**src/rtl/lpdec_pkg.sv**
```systemverilog
// lp_decode_pipe shared types: opcodes, ALU ops, control word, FSM states.
// Build macro LPDEC_ACT_CNT_EN enables the control-activity counter.
package lpdec_pkg;

  localparam logic [3:0] OP_NOP = 4'd0;
  localparam logic [3:0] OP_ADD = 4'd1;
  localparam logic [3:0] OP_SUB = 4'd2;
  localparam logic [3:0] OP_AND = 4'd3;
  localparam logic [3:0] OP_OR  = 4'd4;
  localparam logic [3:0] OP_XOR = 4'd5;
  localparam logic [3:0] OP_LD  = 4'd6;
  localparam logic [3:0] OP_ST  = 4'd7;
  localparam logic [3:0] OP_BR  = 4'd8;
  localparam logic [3:0] OP_JMP = 4'd9;
  localparam logic [3:0] OP_SLL = 4'd10;
  localparam logic [3:0] OP_SRL = 4'd11;

  typedef enum logic [2:0] {
    ALU_ADD = 3'b000,
    ALU_SUB = 3'b001,
    ALU_AND = 3'b010,
    ALU_OR  = 3'b011,
    ALU_XOR = 3'b100,
    ALU_SLL = 3'b101,
    ALU_SRL = 3'b110,
    ALU_NOP = 3'b111
  } alu_op_e;

  typedef struct packed {
    logic    reg_write;
    logic    mem_read;
    logic    mem_write;
    logic    alu_src;
    logic    branch;
    logic    jump;
    alu_op_e alu_op;
    logic    illegal;
  } ctrl_word_t;

  typedef enum logic [1:0] {
    ST_ACTIVE = 2'd0,
    ST_IDLE   = 2'd1,
    ST_SLEEP  = 2'd2
  } state_e;

  localparam ctrl_word_t CTRL_NOP = '{
    reg_write: 1'b0,
    mem_read:  1'b0,
    mem_write: 1'b0,
    alu_src:   1'b0,
    branch:    1'b0,
    jump:      1'b0,
    alu_op:    ALU_NOP,
    illegal:   1'b0
  };

  function automatic ctrl_word_t decode_op(
    input logic [3:0] op,
    input logic       hi_set
  );
    ctrl_word_t w;
    w = CTRL_NOP;
    if (hi_set) begin
      w.illegal = 1'b1;
    end else begin
      unique case (1'b1)
        op == OP_NOP: w = CTRL_NOP;
        op == OP_ADD: begin
          w.reg_write = 1'b1;
          w.alu_op    = ALU_ADD;
        end
        op == OP_SUB: begin
          w.reg_write = 1'b1;
          w.alu_op    = ALU_SUB;
        end
        op == OP_AND: begin
          w.reg_write = 1'b1;
          w.alu_op    = ALU_AND;
        end
        op == OP_OR: begin
          w.reg_write = 1'b1;
          w.alu_op    = ALU_OR;
        end
        op == OP_XOR: begin
          w.reg_write = 1'b1;
          w.alu_op    = ALU_XOR;
        end
        op == OP_LD: begin
          w.reg_write = 1'b1;
          w.mem_read  = 1'b1;
          w.alu_src   = 1'b1;
          w.alu_op    = ALU_ADD;
        end
        op == OP_ST: begin
          w.mem_write = 1'b1;
          w.alu_src   = 1'b1;
          w.alu_op    = ALU_ADD;
        end
        op == OP_BR: begin
          w.branch = 1'b1;
          w.alu_op = ALU_SUB;
        end
        op == OP_JMP: w.jump = 1'b1;
        op == OP_SLL: begin
          w.reg_write = 1'b1;
          w.alu_op    = ALU_SLL;
        end
        op == OP_SRL: begin
          w.reg_write = 1'b1;
          w.alu_op    = ALU_SRL;
        end
        default: w.illegal = 1'b1;
      endcase
    end
    return w;
  endfunction

endpackage

```
**src/rtl/lpdec_ctrl_fifo.sv**
```systemverilog
// Control-word buffer; when empty the output keeps the last popped word
// so downstream control lines do not toggle.
module lpdec_ctrl_fifo
  import lpdec_pkg::*;
#(
  parameter int FIFO_DEPTH = 2
) (
  input  logic       clk,
  input  logic       rst_n,
  input  logic       push,
  input  ctrl_word_t wdata,
  input  logic       pop,
  output ctrl_word_t rdata,
  output logic       valid,
  output logic       full
);

  localparam int AW = (FIFO_DEPTH > 1) ? $clog2(FIFO_DEPTH) : 1;
  localparam int CW = $clog2(FIFO_DEPTH) + 1;

  ctrl_word_t    mem [FIFO_DEPTH];
  ctrl_word_t    hold_q;
  logic [AW-1:0] wr_ptr;
  logic [AW-1:0] rd_ptr;
  logic [CW-1:0] count;
  logic          do_push;
  logic          do_pop;

  assign valid   = (count != '0);
  assign full    = (count == CW'(FIFO_DEPTH));
  assign do_push = push && !full;
  assign do_pop  = pop && valid;
  assign rdata   = valid ? mem[rd_ptr] : hold_q;

  always_ff @(posedge clk) begin
    if (do_push) begin
      mem[wr_ptr] <= wdata;
    end
  end

  always_ff @(posedge clk or negedge rst_n) begin
    if (!rst_n) begin
      wr_ptr <= '0;
      rd_ptr <= '0;
      count  <= '0;
      hold_q <= CTRL_NOP;
    end else begin
      if (do_push) begin
        wr_ptr <= wr_ptr + AW'(1);
      end
      if (do_pop) begin
        rd_ptr <= rd_ptr + AW'(1);
        hold_q <= mem[rd_ptr];
      end
      unique case ({do_push, do_pop})
        2'b10:   count <= count + CW'(1);
        2'b01:   count <= count - CW'(1);
        default: count <= count;
      endcase
    end
  end

endmodule

```
**src/rtl/lp_decode_pipe.sv**
```systemverilog
// Low-power decode pipe: opcode decode, control-word buffer, sleep FSM.
// Build macro LPDEC_ACT_CNT_EN adds the act_cnt activity counter port.
module lp_decode_pipe
  import lpdec_pkg::*;
#(
  parameter int OPC_W       = 4,
  parameter int FIFO_DEPTH  = 2,
  parameter int IDLE_CYCLES = 8
) (
  input  logic             clk,
  input  logic             rst_n,
  input  logic             in_valid,
  output logic             in_ready,
  input  logic [OPC_W-1:0] opcode,
  output logic             out_valid,
  input  logic             out_ready,
  output logic             reg_write,
  output logic             mem_read,
  output logic             mem_write,
  output logic             alu_src,
  output logic             branch,
  output logic             jump,
  output logic [2:0]       alu_op,
  output logic             illegal,
  output logic             sleep
`ifdef LPDEC_ACT_CNT_EN
  ,
  output logic [15:0]      act_cnt
`endif
);

  localparam logic [7:0] IDLE_LIM = 8'(IDLE_CYCLES);

  state_e     state_q;
  state_e     state_d;
  logic [7:0] idle_cnt_q;
  logic [7:0] idle_cnt_d;
  logic       hi_set;
  logic       full;
  logic       push;
  logic       pop;
  logic       idle_cond;
  ctrl_word_t dec_word;
  ctrl_word_t head;

  generate
    if (OPC_W > 4) begin : g_hi
      assign hi_set = |opcode[OPC_W-1:4];
    end else begin : g_no_hi
      assign hi_set = 1'b0;
    end
  endgenerate

  assign dec_word  = decode_op(opcode[3:0], hi_set);
  assign in_ready  = !full && (state_q != ST_SLEEP);
  assign push      = in_valid && in_ready;
  assign pop       = out_valid && out_ready;
  assign idle_cond = !in_valid && !out_valid;
  assign sleep     = (state_q == ST_SLEEP);

  lpdec_ctrl_fifo #(
    .FIFO_DEPTH(FIFO_DEPTH)
  ) u_fifo (
    .clk   (clk),
    .rst_n (rst_n),
    .push  (push),
    .wdata (dec_word),
    .pop   (pop),
    .rdata (head),
    .valid (out_valid),
    .full  (full)
  );

  assign reg_write = head.reg_write;
  assign mem_read  = head.mem_read;
  assign mem_write = head.mem_write;
  assign alu_src   = head.alu_src;
  assign branch    = head.branch;
  assign jump      = head.jump;
  assign alu_op    = head.alu_op;
  assign illegal   = head.illegal;

  always_ff @(posedge clk or negedge rst_n) begin
    if (!rst_n) begin
      state_q    <= ST_ACTIVE;
      idle_cnt_q <= '0;
    end else begin
      state_q    <= state_d;
      idle_cnt_q <= idle_cnt_d;
    end
  end

  always_comb begin
    state_d    = state_q;
    idle_cnt_d = idle_cnt_q;
    unique case (state_q)
      ST_ACTIVE: begin
        idle_cnt_d = '0;
        if (idle_cond) begin
          state_d = ST_IDLE;
        end
      end
      ST_IDLE: begin
        if (in_valid) begin
          state_d    = ST_ACTIVE;
          idle_cnt_d = '0;
        end else if (idle_cond) begin
          idle_cnt_d = idle_cnt_q + 8'd1;
          if (idle_cnt_d == IDLE_LIM) begin
            state_d = ST_SLEEP;
          end
        end
      end
      ST_SLEEP: begin
        // wake only; the instruction is taken next cycle
        if (in_valid) begin
          state_d    = ST_ACTIVE;
          idle_cnt_d = '0;
        end
      end
      default: begin
        state_d    = ST_ACTIVE;
        idle_cnt_d = '0;
      end
    endcase
  end

`ifdef LPDEC_ACT_CNT_EN
  ctrl_word_t prev_q;

  always_ff @(posedge clk or negedge rst_n) begin
    if (!rst_n) begin
      prev_q  <= CTRL_NOP;
      act_cnt <= '0;
    end else begin
      prev_q <= head;
      if ((head != prev_q) && (act_cnt != 16'hFFFF)) begin
        act_cnt <= act_cnt + 16'd1;
      end
    end
  end
`endif

endmodule
```
**config.mk**
```make
export PLATFORM = sky130hd
export DESIGN_NAME = lp_decode_pipe
export DESIGN_NICKNAME = d
export VERILOG_FILES = /design/src/rtl/lpdec_pkg.sv /design/src/rtl/lpdec_ctrl_fifo.sv /design/src/rtl/lp_decode_pipe.sv
export SDC_FILE = /design/constraint.sdc
export NUM_CORES = 1
export LEC_CHECK = 0
export ABC_AREA = 1
export BUFFER_PORTS_ARGS = -buffer_cell sky130_fd_sc_hd__clkbuf_2
export CORE_MARGIN = 2
export CORE_UTILIZATION = 46
export DETAILED_ROUTE_END_ITERATION = 6
export PLACE_DENSITY = 0.75
export SYNTH_ARGS = -nofsm -noshare
export SYNTH_HDL_FRONTEND = slang
export SYNTH_HIERARCHICAL = 1
export SYNTH_SLANG_ARGS = --single-unit
```
**constraint.sdc**
```tcl
create_clock -name clk -period 1.9 [get_ports clk]
set_input_delay 0.095 -clock clk [delete_from_list [all_inputs] [get_ports clk]]
set_output_delay 0.095 -clock clk [all_outputs]
set_load 0.03 [all_outputs]
```
==> impl_metrics.csv, run 1 <==
group,metric,value,unit
finish,syn_to_final_growth,13.0,%
synth,syn_area_per_cell,7.95,um2
synth,synth_cells,286,
critical_path,path_buf_inv,4,
placement,hpwl,3.10,mm
flow_run,cap_violations,0,
sta,slew_violations,0,
finish,antennaDiodeCount,0,
clocking,clockBufferDepth,2,
clocking,cts_root_buf,"clkbuf_8",
sta,fin_tns_setup,0,ns
critical_path,cp.arrival,1.92,ns
global_route,grt_max_degree,25,
global_route,grt_pass1_vias,1607,
route,ant_nets,0,
critical_path,required,2.09,ns
finish,post-route-util,54.1,%
synth,yosysUniqueCellTypes,28,
floorplan,coreArea,4750,um2
synth,yosysSeqAreaShare,53.0,%
clocking,cts_made_buffers,5,
floorplan,die_h,74.3,um
global_route,antenna_found_initial,0,
critical_path,end_kind,"flop",
clocking,cts.sinks,44,
critical_path,criticalPathCategory,"flop to flop",
sta,fin_crit,1.72,ns
power_and_ir_drop,ir_drop,735,uV
floorplan,die_area,5520,um2
critical_path,crit_path_start_kind,"flop",
global_route,grt_usage,17.1,%
finish,regArea,1210,um2
clocking,cts_setup_buffers,0,
sta,fmax,581,MHz
critical_path,max_stage_delay,0.48,ns
placement,portBuffers,20,
route,avgRoutedWirePerCell,11.3,um
finish,n_fill_cell,433,
route,totalWireLength,4.29,mm
power_and_ir_drop,leakage,1.27,nW
power_and_ir_drop,powerDensity,1580,nW/um2
sta,setup_viol,0,
critical_path,critPathSlowestCell,"dfrtp_1",
sta,final-hold-violation-count,0,
synth,synth_top_area_cell,"edfxtp_1",
critical_path,cp_max_fo,14,
finish,drive_above_1_share,17.9,%
synth,synth_most_common_cell,"nand2_1",
synth,netlist_area,2270,um2
route,avgViaCountPerCell,4.82,
critical_path,crit_family,"flip-flops",
sta,worst_pin_slew,0.607,ns
synth,synthArstFlopShare,54.5,%
global_route,grt_first_pass_wirelength,7.13,mm
placement,gp_congestion,0.803,
route,drt-pass1-iter-count,5,
hold_path,hp-class,"input port to flop",
synth,yosys-top-cells-count,"nand2_1 (131), inv_1 (24), dfrtp_1 (21), edfxtp_1 (20), nor2_1 (20)",
synth,synth_top_area_share,26.4,%
sta,post-route-period-util,90.6,%
clocking,cts_tree,"built",
floorplan,die_x,74.3,um
sta,skew,0.00513,ns
global_route,gr-total-overflow,0,
clocking,clock_latency,0.30,ns
sta,slew-limit-headroom,59.5,%
outcome,status,"completed",
clocking,path_clk_slew,0.08,ns
sta,rsz0062_at_grt,"no",
synth,synth_area_leaders,"edfxtp_1 (26%), dfrtp_1 (23%), nand2_1 (22%), inv_1 (4.0%), nand3_1 (3.5%)",
route,via_count,1825,
synth,ys_seq_elements,44,
clocking,cts-htree-levels,2,
synth,synth_nets,297,
route,drtIter0Drc,238,
finish,multi_input_area,905,um2
floorplan,placementRows,25,
synth,synth_enable_flop_cells,20,
floorplan,start_util,47.8,%
finish,fin_nets,322,
synth,yosysWarnings,6,
critical_path,cp_cell_sequence,"nor2_4, inv_2, nand2_1, inv_1, inv_1, nor2_4, ha_1, inv_1, nand3_1, nand2_1, nand2_1",
floorplan,io_pins,21,
route,drc,0,
synth,ys.flop_type,"dfrtp_1",
==> flip-flops by register name, summed over array words and instances, names as in the netlist <==
name,count
u_fifo/rd_ptr,1
state_q,2
u_fifo/hold_q,10
u_fifo/count,2
u_fifo/mem,20
idle_cnt_q,8
u_fifo/wr_ptr,1
==> kinds of logic after synthesis <==
logic type	share of synthesized area (%)
adders and majority gates	1.65
and+or+nand+nor	33.4
AOI/OAI and AO/OA	4.18
DFF	53.0
xor gates and xnor gates	0.385
buffers and inverters	7.43
==> metal layers <==
layer,share of wire (%),GRT usage [%],routed length (um)
met1,45,22.1,1930
met2,50,27.9,2140
met3,3.4,4.07,145
met4,1.7,6.55,75
met5,0,0,0
==> what timing repair did <==
item | CTS | global route
setup endpoints to repair | 0 | 5
hold endpoints to repair | 21 | 0
gates resized for setup | 0 | 3
hold buffers | 1 | 0
==> through the flow <==
| stage | setup slack [ns] | std cells | total power [W] | hold WS (ns) | cell area, um2 |
|---|---|---|---|---|---|
| after global placement | 0.266 | 370 | 0.00331 | 0.134 | 2430 |
| final | 0.178 | 379 | 0.00407 | 0.126 | 2570 |
| after detailed placement | 0.184 | 370 | 0.00335 | 0.136 | 2430 |
| after CTS | 0.110 | 379 | 0.00409 | 0.111 | 2560 |
| after floorplan | 0.0371 | 286 | 0.00290 | -0.201 | 2270 |
| after global routing | 0.00996 | 379 | 0.00437 | 0.136 | 2570 |
==> power by group <==
group / switching (W) / internal (W)
sequential: 0.000189 / 0.00132
clock: 0.000328 / 0.000396
combinational: 0.00132 / 0.000518
==> cell type report <==
| class | count | share of cell area [%] |
|---|---|---|
| timing repair buffer | 24 | 5.16 |
| inverter | 33 | 4.97 |
| multi-input combinational | 203 | 35.2 |
| sequential | 44 | 46.9 |
| tap | 67 | 3.26 |
| clock inverter | 3 | 1.80 |
| clock buffer | 5 | 2.68 |
==> worst reg2reg max path, stage by stage (launching register included) <==
cell and delay, ns:
dfrtp_1 0.48, nor2_4 0.07, inv_2 0.20, nand2_1 0.08, inv_1 0.08, inv_1 0.06, nor2_4 0.11, ha_1 0.25
inv_1 0.09, nand3_1 0.08, nand2_1 0.06, nand2_1 0.04
==> cells in the final DEF, fill, tap and decap left out, types with 3 or more instances in the layout <==
cell type / count
nand3_1: 16
clkbuf_2: 20
dfstp_2: 3
dfrtp_1: 20
nand4_1: 3
ha_1: 3
nand2_2: 5
nand2_1: 131
buf_4: 3
o21ai_1: 9
inv_1: 23
clkbuf_8: 5
edfxtp_1: 20
nor2_1: 20
inv_2: 8
==> path summary, 6_finish.rpt <==
| check | startpoint | endpoint | slack (ns) | cells past startpoint |
|---|---|---|---|---|
| max reg2reg | u_fifo/count[0] | u_fifo/count[1] | 0.18 | 11 |
| max | u_fifo/count[0] | u_fifo/count[1] | 0.18 | 11 |
| min in group asynchronous | rst_n | u_fifo/hold_q[7] | 0.33 | 2 |
| min reg2reg | u_fifo/hold_q[1] | u_fifo/hold_q[1] | 0.47 | 2 |
| max in group asynchronous | rst_n | u_fifo/rd_ptr | 1.14 | 2 |
| min | opcode[3] | u_fifo/mem[0][0] | 0.13 | 3 |
Note: power is estimated with default switching activity, not from simulation.
==> inputs of run 2 (changes only) <==
--- a/config.mk
+++ b/config.mk
@@ -6,11 +6,11 @@
 export NUM_CORES = 1
 export LEC_CHECK = 0
 export ABC_AREA = 1
-export BUFFER_PORTS_ARGS = -buffer_cell sky130_fd_sc_hd__clkbuf_2
 export CORE_MARGIN = 2
 export CORE_UTILIZATION = 46
 export DETAILED_ROUTE_END_ITERATION = 6
-export PLACE_DENSITY = 0.75
+export DONT_BUFFER_PORTS = 1
+export PLACE_DENSITY = 0.71
 export SYNTH_ARGS = -nofsm -noshare
 export SYNTH_HDL_FRONTEND = slang
 export SYNTH_HIERARCHICAL = 1
==> run 2 against run 1 <==
Sequential power about the same; flip-flop and latch count unchanged; final cell count down 4.2%; clock-buffer cell count unchanged; die area unchanged; core utilization down 1.3 points.
==> impl_metrics.csv, run 2 (synthesis results as in run 1) <==
group,metric,value,unit
outcome,status,"completed",
power_and_ir_drop,leakage,1.21,nW
sta,whs,0.0104,ns
hold_path,hold-path-endpoint,"u_fifo/mem[0][0]",
hold_path,hp-class,"input port to flop",
clocking,cts-htree-levels,2,
finish,final_cell_mix,"nand2_1 (131), inv_1 (23), nor2_1 (20), dfrtp_1 (20), edfxtp_1 (20)",
sta,setup_viol,0,
floorplan,die_x,74.3,um
power_and_ir_drop,powerDensity,1560,nW/um2
global_route,grt_max_degree,25,
sta,post-route-period-util,89.3,%
floorplan,die_h,74.3,um
floorplan,die_area,5520,um2
clocking,cts_root_buf,"clkbuf_8",
route,ant_nets,0,
finish,antennaDiodeCount,0,
critical_path,criticalPathCategory,"flop to primary output",
placement,hpwl,3.09,mm
flow_run,cap_violations,0,
placement,dpl_worst_slack,0.221,ns
sta,slew-limit-headroom,63.5,%
sta,final.setup.worst_slack,0.203,ns
critical_path,cp.arrival,1.60,ns
sta,rsz0062_at_grt,"no",
clocking,path_clk_slew,0.08,ns
route,avgRoutedWirePerCell,11.8,um
critical_path,path_buf_inv,1,
sta,fin_crit,1.70,ns
sta,worst_pin_slew,0.545,ns
route,via_count,1739,
hold_path,hp-start,"opcode[2]",
clocking,cts_tree,"built",
floorplan,coreArea,4750,um2
finish,drive_above_1_share,12.8,%
route,drt-pass1-iter-count,5,
global_route,gr-total-overflow,0,
route,drtIter0Drc,97,
finish,n_fill_cell,440,
global_route,grt_first_pass_wirelength,7.09,mm
critical_path,r2r_slack,0.21,ns
floorplan,placementRows,25,
hold_path,hold_depth,2,
finish,largest_reg_flops,20,
placement,place_inst,352,
power_and_ir_drop,ir_drop,626,uV
critical_path,critPathSlowestCell,"dfrtp_2",
finish,final_common_cell,"nand2_1",
critical_path,cp_cell_sequence,"clkinvlp_4, nand2_1, nand2_1, nand2_1, nand2_1",
clocking,cts.sinks,44,
critical_path,max_stage_delay,0.51,ns
sta,skew,0.00566,ns
critical_path,crit_family,"simple AND/OR/NAND/NOR gates",
global_route,grt_pass1_vias,1619,
sta,final-hold-violation-count,0,
clocking,clockBufferDepth,2,
placement,portBuffers,0,
floorplan,start_util,47.8,%
critical_path,r2r_cells,9,
sta,fin_tns_setup,0,ns
critical_path,cp_max_fo,12,
critical_path,crit_path_start_kind,"flop",
global_route,antenna_found_initial,0,
finish,syn_to_final_growth,10.2,%
route,avgViaCountPerCell,4.79,
critical_path,path_common_cell,"nand2_1",
critical_path,end_kind,"primary output",
finish,fin_cells,363,
finish,regMostFlops,"u_fifo/mem",
global_route,grt_usage,17.0,%
finish,reg_top3,"u_fifo/mem (20), u_fifo/hold_q (10), idle_cnt_q (8)",
route,totalWireLength,4.29,mm
placement,gp_congestion,0.804,
sta,fmax,589,MHz
clocking,clock_latency,0.30,ns
critical_path,r2r-start,"u_fifo/count[1]",
critical_path,r2r_end,"u_fifo/count[1]",
critical_path,required,1.80,ns
finish,fin_nets,306,
clocking,cts_made_buffers,5,
floorplan,io_pins,21,
sta,slew_violations,0,
placement,dpl_cell_area,2350,um2
route,drc,0,
finish,final_cell_area,2510,um2
## run 2: repair_timing
item                                   4_1_cts  5_1_grt
gates resized for setup                      0        2
hold buffers                                 2        1
endpoints found under the hold margin       24        1
setup buffers                                0        0
setup endpoints to repair                    0        2
## run 2: metal layers
| layer | global-route usage, % | routed length (um) | part of all wire, % | up-vias |
|---|---|---|---|---|
| met5 | 0 | 0 | 0 | - |
| met4 | 6.94 | 112 | 2.6 | 0 |
| met3 | 4.74 | 151 | 3.5 | 10 |
| met2 | 28.8 | 2070 | 48 | 34 |
| met1 | 20.7 | 1950 | 45 | 782 |
| li1 | - | - | - | 913 |
## run 2: area by class of cell
class | count | area (um2) | area share (%)
Sequential cell | 44 | 1210 | 48.1
Timing Repair Buffer | 8 | 77.6 | 3.10
Clock buffer | 5 | 68.8 | 2.75
Inverter | 33 | 128 | 5.09
Multi-Input combinational cell | 203 | 900 | 35.9
Clock inverter | 3 | 42.5 | 1.70
Tap cell | 67 | 83.8 | 3.34
## run 2: how the worst max path moves through the flow
stage                    start               end  depth (start not counted)
6_report         u_fifo/rd_ptr           illegal                          5
5_1_grt        u_fifo/count[0]   u_fifo/count[1]                          8
4_1_cts          u_fifo/rd_ptr           illegal                          5
3_5_place_dp   u_fifo/count[1]   u_fifo/count[1]                          9
3_3_place_gp   u_fifo/count[0]  u_fifo/mem[0][7]                          4
2_1_floorplan  u_fifo/count[0]   u_fifo/count[1]                         13
## run 2: per-stage QoR
step,power (W),util (%)
final,0.00391,52.7
after global routing,0.00420,52.7
after CTS,0.00393,52.4
after detailed placement,0.00320,49.4
after global placement,0.00316,49.4
after floorplan,0.00290,-
## run 2: power breakdown
part	switching (W)	internal, W	leakage (nW)
clock network	0.000316	0.000389	0.0541
registers	0.000181	0.00132	0.493
logic	0.00128	0.000421	0.659
total	0.00178	0.00213	1.21
